`config.mk`:
```
export PLATFORM = sky130hd
export DESIGN_NAME = clk_lock_ctrl
export DESIGN_NICKNAME = d
export VERILOG_FILES = /design/src/rtl/clk_lock_ctrl.sv
export SDC_FILE = /design/constraint.sdc
export NUM_CORES = 1
export LEC_CHECK = 0
export BUFFER_PORTS_ARGS = -buffer_cell sky130_fd_sc_hd__buf_4
export CAP_MARGIN = 20
export CORE_MARGIN = 4
export CORE_UTILIZATION = 58
export DETAILED_ROUTE_END_ITERATION = 10
export GPL_ROUTABILITY_DRIVEN = 1
export PLACE_DENSITY = 0.85
export SLEW_MARGIN = 0
export SYNTH_ARGS = -nofsm -noshare
export SYNTH_HDL_FRONTEND = slang
export SYNTH_SLANG_ARGS = --single-unit
```
`constraint.sdc`:
```
create_clock -name clk_100MHz_i -period 2.7 [get_ports clk_100MHz_i]
set_input_delay 0.675 -clock clk_100MHz_i [delete_from_list [all_inputs] [get_ports clk_100MHz_i]]
set_output_delay 0.675 -clock clk_100MHz_i [all_outputs]
set_load 0.01 [all_outputs]
```
`src/rtl/clk_lock_ctrl.sv`:
```
// MMCM lock sequencer: pulses the MMCM reset, waits for a stable synchronized lock,
// retries on timeout, latches a fault after repeated failures and counts lock losses in RUN.
module clk_lock_ctrl #(
    parameter int RST_PULSE_CYC    = 16,
    parameter int LOCK_TIMEOUT_CYC = 100000,
    parameter int STABLE_CYC       = 1024,
    parameter int MAX_RETRIES      = 4
) (
    input  logic       clk_100MHz_i,
    input  logic       rst_i,
    input  logic       locked_i,
    input  logic       relock_req_i,
    output logic       mmcm_rst_o,
    output logic       dom_rst_o,
    output logic       clk_ready_o,
    output logic       fault_o,
    output logic [2:0] retry_cnt_o,
    output logic [7:0] lock_loss_cnt_o
);

    localparam int TMR_MAX_A = (LOCK_TIMEOUT_CYC > STABLE_CYC) ? LOCK_TIMEOUT_CYC : STABLE_CYC;
    localparam int TMR_MAX   = (TMR_MAX_A > RST_PULSE_CYC) ? TMR_MAX_A : RST_PULSE_CYC;
    localparam int TMR_W     = $clog2(TMR_MAX + 1);

    localparam logic [TMR_W-1:0] RST_LAST    = TMR_W'(RST_PULSE_CYC - 1);
    localparam logic [TMR_W-1:0] TIMEOUT_LAST = TMR_W'(LOCK_TIMEOUT_CYC - 1);
    localparam logic [TMR_W-1:0] STABLE_LAST = TMR_W'(STABLE_CYC - 1);
    localparam logic [2:0]       RETRY_MAX   = 3'(MAX_RETRIES);

    typedef enum logic [2:0] {
        ST_RESET_MMCM,
        ST_WAIT_LOCK,
        ST_STABILIZE,
        ST_RUN,
        ST_FAULT
    } state_t;

    state_t           state_reg, state_next;
    logic [TMR_W-1:0] timer_reg, timer_next;
    logic [2:0]       retry_reg, retry_next;
    logic [7:0]       loss_reg, loss_next;
    logic             locked_meta_reg, locked_s_reg;
    logic             mmcm_rst_reg, clk_ready_reg, fault_reg;

    // Outcome of a failed attempt (timeout or lock dropped while stabilizing)
    logic             retries_exhausted;
    state_t           fail_state;
    logic [2:0]       fail_retry;

    assign retries_exhausted = (retry_reg == RETRY_MAX);
    assign fail_state        = retries_exhausted ? ST_FAULT : ST_RESET_MMCM;
    assign fail_retry        = retries_exhausted ? retry_reg : retry_reg + 3'd1;

    always_comb begin
        state_next = state_reg;
        timer_next = timer_reg;
        retry_next = retry_reg;
        loss_next  = loss_reg;
        case (state_reg)
            ST_RESET_MMCM: begin
                if (timer_reg == RST_LAST) state_next = ST_WAIT_LOCK;
                else                       timer_next = timer_reg + TMR_W'(1);
            end
            ST_WAIT_LOCK: begin
                if (locked_s_reg) begin
                    state_next = ST_STABILIZE;
                end else if (timer_reg == TIMEOUT_LAST) begin
                    state_next = fail_state;
                    retry_next = fail_retry;
                end else begin
                    timer_next = timer_reg + TMR_W'(1);
                end
            end
            ST_STABILIZE: begin
                if (!locked_s_reg) begin
                    state_next = fail_state;
                    retry_next = fail_retry;
                end else if (timer_reg == STABLE_LAST) begin
                    state_next = ST_RUN;
                    retry_next = 3'd0;
                end else begin
                    timer_next = timer_reg + TMR_W'(1);
                end
            end
            ST_RUN: begin
                // A loss takes priority over a relock so it is always counted
                if (!locked_s_reg) begin
                    if (loss_reg != 8'hFF) loss_next = loss_reg + 8'd1;
                    state_next = ST_RESET_MMCM;
                end else if (relock_req_i) begin
                    state_next = ST_RESET_MMCM;
                end
            end
            ST_FAULT: begin
                if (relock_req_i) begin
                    state_next = ST_RESET_MMCM;
                    retry_next = 3'd0;
                end
            end
            default: state_next = ST_RESET_MMCM;
        endcase
        if (state_next != state_reg) timer_next = '0;
    end

    always_ff @(posedge clk_100MHz_i) begin
        if (rst_i) begin
            state_reg       <= ST_RESET_MMCM;
            timer_reg       <= '0;
            retry_reg       <= 3'd0;
            loss_reg        <= 8'd0;
            locked_meta_reg <= 1'b0;
            locked_s_reg    <= 1'b0;
            mmcm_rst_reg    <= 1'b1;
            clk_ready_reg   <= 1'b0;
            fault_reg       <= 1'b0;
        end else begin
            state_reg       <= state_next;
            timer_reg       <= timer_next;
            retry_reg       <= retry_next;
            loss_reg        <= loss_next;
            locked_meta_reg <= locked_i;
            locked_s_reg    <= locked_meta_reg;
            mmcm_rst_reg    <= (state_next == ST_RESET_MMCM) || (state_next == ST_FAULT);
            clk_ready_reg   <= (state_next == ST_RUN);
            fault_reg       <= (state_next == ST_FAULT);
        end
    end

    assign mmcm_rst_o      = mmcm_rst_reg;
    assign clk_ready_o     = clk_ready_reg;
    assign dom_rst_o       = ~clk_ready_reg;
    assign fault_o         = fault_reg;
    assign retry_cnt_o     = retry_reg;
    assign lock_loss_cnt_o = loss_reg;

endmodule

```
# == Word level (Yosys, flattened, before mapping) ==
# Cells that the tools add are included.
# totals
reg_bits,36
out_inout_bits,15
elab_cells,65
# op_classes
n_addsub,3
eq_ne,20
mux,22
bitwise_logic,2
reduce_logical,9
# op_table
operator,n
2-to-1 mux 17 bit,5
case mux 17 bit (3 select lines),1
2-to-1 mux 3 bit,14
adder 17 x 1 -> 17 bit (second input constant),1
equality test 17 x 10 -> 1 bit (second input constant),1
equality test 17 bit (second input constant),1
equality test 17 x 4 -> 1 bit (second input constant),1
case mux 3 bit (5 select lines),1
inequality test 2 bit (second input constant),7
equality test 3 x 2 -> 1 bit (second input constant),3
equality test 3 bit (second input constant),3
case mux 3 bit (3 select lines),1
adder 8 x 1 -> 8 bit (second input constant),1
inequality test 8 bit (second input constant),1
zero test 3 bit,2
AND reduction 6 bit,1
nonzero test 3 bit,2
AND reduction 5 bit,1
adder 3 x 1 -> 3 bit (second input constant),1
equality test 3 x 1 -> 1 bit (second input constant),1
inequality test 3 bit,1
inequality test 3 bit (second input constant),1
AND reduction 3 bit,1
NOT 1 bit,2
2 further kinds,2

# == Logic depth before layout (Yosys ltp) ==
# depth
word_depth,7
ltp_mapped,10
mapped_depth_nobuf,8

# == Least setup slack after synthesis ==
# Ideal clock, no wire load.
# synth_timing
kind,reg2reg
start,register timer_reg[11]
end,register timer_reg[1]
arrival_time_ps,2368
slack_ps,268
stages_incl_launch_ff,9
synth_period_minus_slack_ps,2432
path_cell_list,dfxtp_1 -> or4_4 -> or4_4 -> o32a_1 -> nor2b_1 -> a311o_1 -> buf_6 -> buf_8 -> nor2_1
# synth_via
elab_chain_cells,6
word_cells_on_any_way,15
# synth_rtl
item,line,rtl
from (decl),39,"logic [TMR_W-1:0] timer_reg, timer_next;"
from (signal assigned),118,timer_reg <= timer_next;
equality test 17 x 10 -> 1 bit or equality test 17 bit (tied branches),"78, 67",
2-to-1 mux 3 bit (on tied branches),"78, 67",
2-to-1 mux 3 bit (on tied branches),"75, 65",
case mux 3 bit (5 select lines),59,case (state_reg)
inequality test 3 bit,102,if (state_next != state_reg) timer_next = '0;
OR reduction 2 bit (no line),n/a,
# Parallel ways exist; a longest one is shown, timed or not.
# A chain may end at the register's enable or synchronous reset.

# == Worst setup path in the final report ==
# layout_timing
start,register timer_reg[11]
end,register timer_reg[16]
# layout_via
elab_chain_cells,6
word_cells_on_any_way,22
# layout_rtl
item
branches (longest 6 deep; another with adder 17 x 1 -> 17 bit)
# Parallel ways; which one is timed is not known. The select of a mux whose other input is x is not followed.

==> out/metrics.cfg <==
[clock_network]
insertion_delay_ps = 340
numCtsBuffers = 5
cts_tree = done
cts_num_sinks = 36
clock-root-buffer = clkbuf_4
clkTransAtPathRegs_ps = 100
cts.path.max_buffers = 2
h-tree-depth = 2

[timing]
setup_viol = 0
rsz0062_at_grt = no
fin_skew_ps = 6.51
hold_slack_ps = 454
tns_ps = 0
post-route-period-util = 0.955
max_slew_margin = 0.743
slew_viol_final = 0
min_period_ps = 2580
max_freq_ghz = 0.388
fin_ws_ps = 122
max_slew.worst_pin.slew_ps = 382
finalHoldViolCount = 0

[logic_synthesis]
netlist_instances = 231
ys_async_sr_fraction = 0
ys_seq_area_frac = 0.380
synth_enable_flop_cells = 0
yosys_warnings = 0
ys_ff_latch = 36
syn-num-nets = 239
syn_area_per_cell_um2 = 8.22
synth_area_um2 = 1900
dominantRegCellSynth = dfxtp_1
ys_types = 43

[route]
avgRoutedWirePerCell_um = 13.1
postRouteAntennaNets = 0
drt_iter0_markers = 121
remaining_drc_errors = 0
firstDrtPassIters = 4
routed-via-count = 1719
avgViaCountPerCell = 5.67
routed_wirelength_mm = 3.98

[critical_path]
cp_cell_sequence = or4_4 > or4_4 > o32a_1 > nor2b_1 > a311o_2 > a21oi_1
critical_path_class = reg -> reg
max_stage_delay_ps = 560
required_ps = 2970
worstSetupStartpointType = flip-flop
worstPathArrival_ps = 2850
crit_path_frequent_cell = or4_4
critical_path.max_fanout = 17
critPathSlowestCell = or4_4
crit_path_end_kind = flip-flop

[pwr]
cellLeakagePower_nw = 0.815
power_density_nw_per_um2 = 383
vdd_drop_max_mv = 0.287

[floorplanning]
coreArea_um2 = 3100
die_area_um2 = 4250
ios = 19
die_y_um = 65.2
start_util = 0.612
row_count = 20
die_width_um = 65.2

[final_layout]
syn2layout_area_growth_pct = 14.6
layout_commonest_cell = dfxtp_1
instances_no_fill = 303
regArea_um2 = 721
drive_gt1_frac = 0.170
layout.nets = 267
nFillCells = 261
num_antenna_cells = 0
multi_input_area_um2 = 1100
layout_common_cells = 36 x dfxtp_1, 34 x nor2_1, 31 x buf_4
largest_reg_flops = 17

[place]
gp_congestion = 0.862
place_hpwl_mm = 2.96
place_inst = 296
io_buffers = 18
pre_cts_ws_ps = 51.6

[run]
max_cap_violations = 0

[grt]
grt_pass1_vias = 1600
overflow = 0
grt.total_usage = 0.206
grt_max_degree = 20
grt_pass1_wl_mm = 6.93
antenna_found_initial = 0

[min_path]
hp-class = reg -> reg

[status]
status = completed

## metrics by stage
step	total power, W	cell area [um^2]	util
2_1_floorplan	0.000578	1900	-
5_1_grt	0.000866	2180	0.701
3_5_place_dp	0.000587	2130	0.686
6_report	0.000834	2180	0.701
3_3_place_gp	0.000585	2130	0.686
4_1_cts	0.000836	2170	0.701
## worst max-delay path, delay by kind of cell, from the launching register on
kind,cells,cell delay (ps)
flip-flops,1,370
AND/OR/NAND/NOR,3,1260
AO/OA/AOI/OAI,3,890
## power breakdown
part,internal (W),switching (W)
Combinational,0.0000137,0.0000194
Sequential,0.000536,0.00000549
Clock,0.0000958,0.000164
Total,0.000646,0.000189
## cell families (layout without fill, tap and decap cells)
| family | after synthesis | count (layout) | share of synthesized area |
|---|---|---|---|
| AOI/OAI and AO/OA | 40 | 40 | 0.138 |
| xor gates and xnor gates | 22 | 22 | 0.102 |
| adders and majority gates | 4 | 4 | 0.0264 |
| buffers and inverters | 15 | 43 | 0.0402 |
| DFF | 36 | 36 | 0.380 |
| muxes | 4 | 4 | 0.0218 |
| and+or+nand+nor | 110 | 110 | 0.292 |
## worst paths after layout
kind / startpoint / endpoint / slack (ps) / cells after the start
worst min register to register: locked_meta_reg / locked_s_reg / 450 / 1
worst min-delay path: locked_meta_reg / locked_s_reg / 450 / 1
worst max register to register: timer_reg[11] / timer_reg[16] / 120 / 6
worst max-delay path: timer_reg[11] / timer_reg[16] / 120 / 6
## timing repair
| action | CTS | global route |
|---|---|---|
| resized for setup | 0 | 1 |
| hold endpoints to repair | 0 | 0 |
| setup buffers | 0 | 0 |
| hold buffers | 0 | 0 |
| setup endpoints to repair | 0 | 17 |
## layout make-up
type,count,area share
clock buffers,6,0.0190
clock inverters,1,0.00230
inverters,5,0.00863
multi-input cells,180,0.507
flip-flops and latches,36,0.331
well taps,44,0.0253
repair buffers,31,0.107
## cells in the mapped netlist, types with 2 or more instances
library cell	number	area [um^2]
a211oi_1	6	45.0
a21oi_1	17	85.1
a31oi_1	3	18.8
and2_1	2	12.5
and3_1	4	25.0
clkbuf_1	7	26.3
dfxtp_1	36	721
ha_1	4	50.1
inv_1	5	18.8
mux2i_1	3	30.0
nand2_1	20	75.1
nand2b_1	5	31.3
nand3_1	7	35.0
nand3b_1	2	15.0
nand4_1	8	50.1
nor2_1	34	128
nor2b_1	5	31.3
nor3_1	11	55.1
nor4_1	3	18.8
o2111ai_1	2	17.5
o21ai_0	3	15.0
or4_4	2	22.5
or4b_2	2	20.0
xnor2_1	16	140
xor2_1	6	52.6
## metal layers
metal | GRT usage | routed length (um) | up-vias
li1 | - | - | 877
met1 | 0.252 | 1800 | 791
met2 | 0.343 | 1910 | 40
met3 | 0.0513 | 186 | 11
met4 | 0.0881 | 80 | 0
met5 | 0 | 0 | -
(Power assumes the default switching activity.)
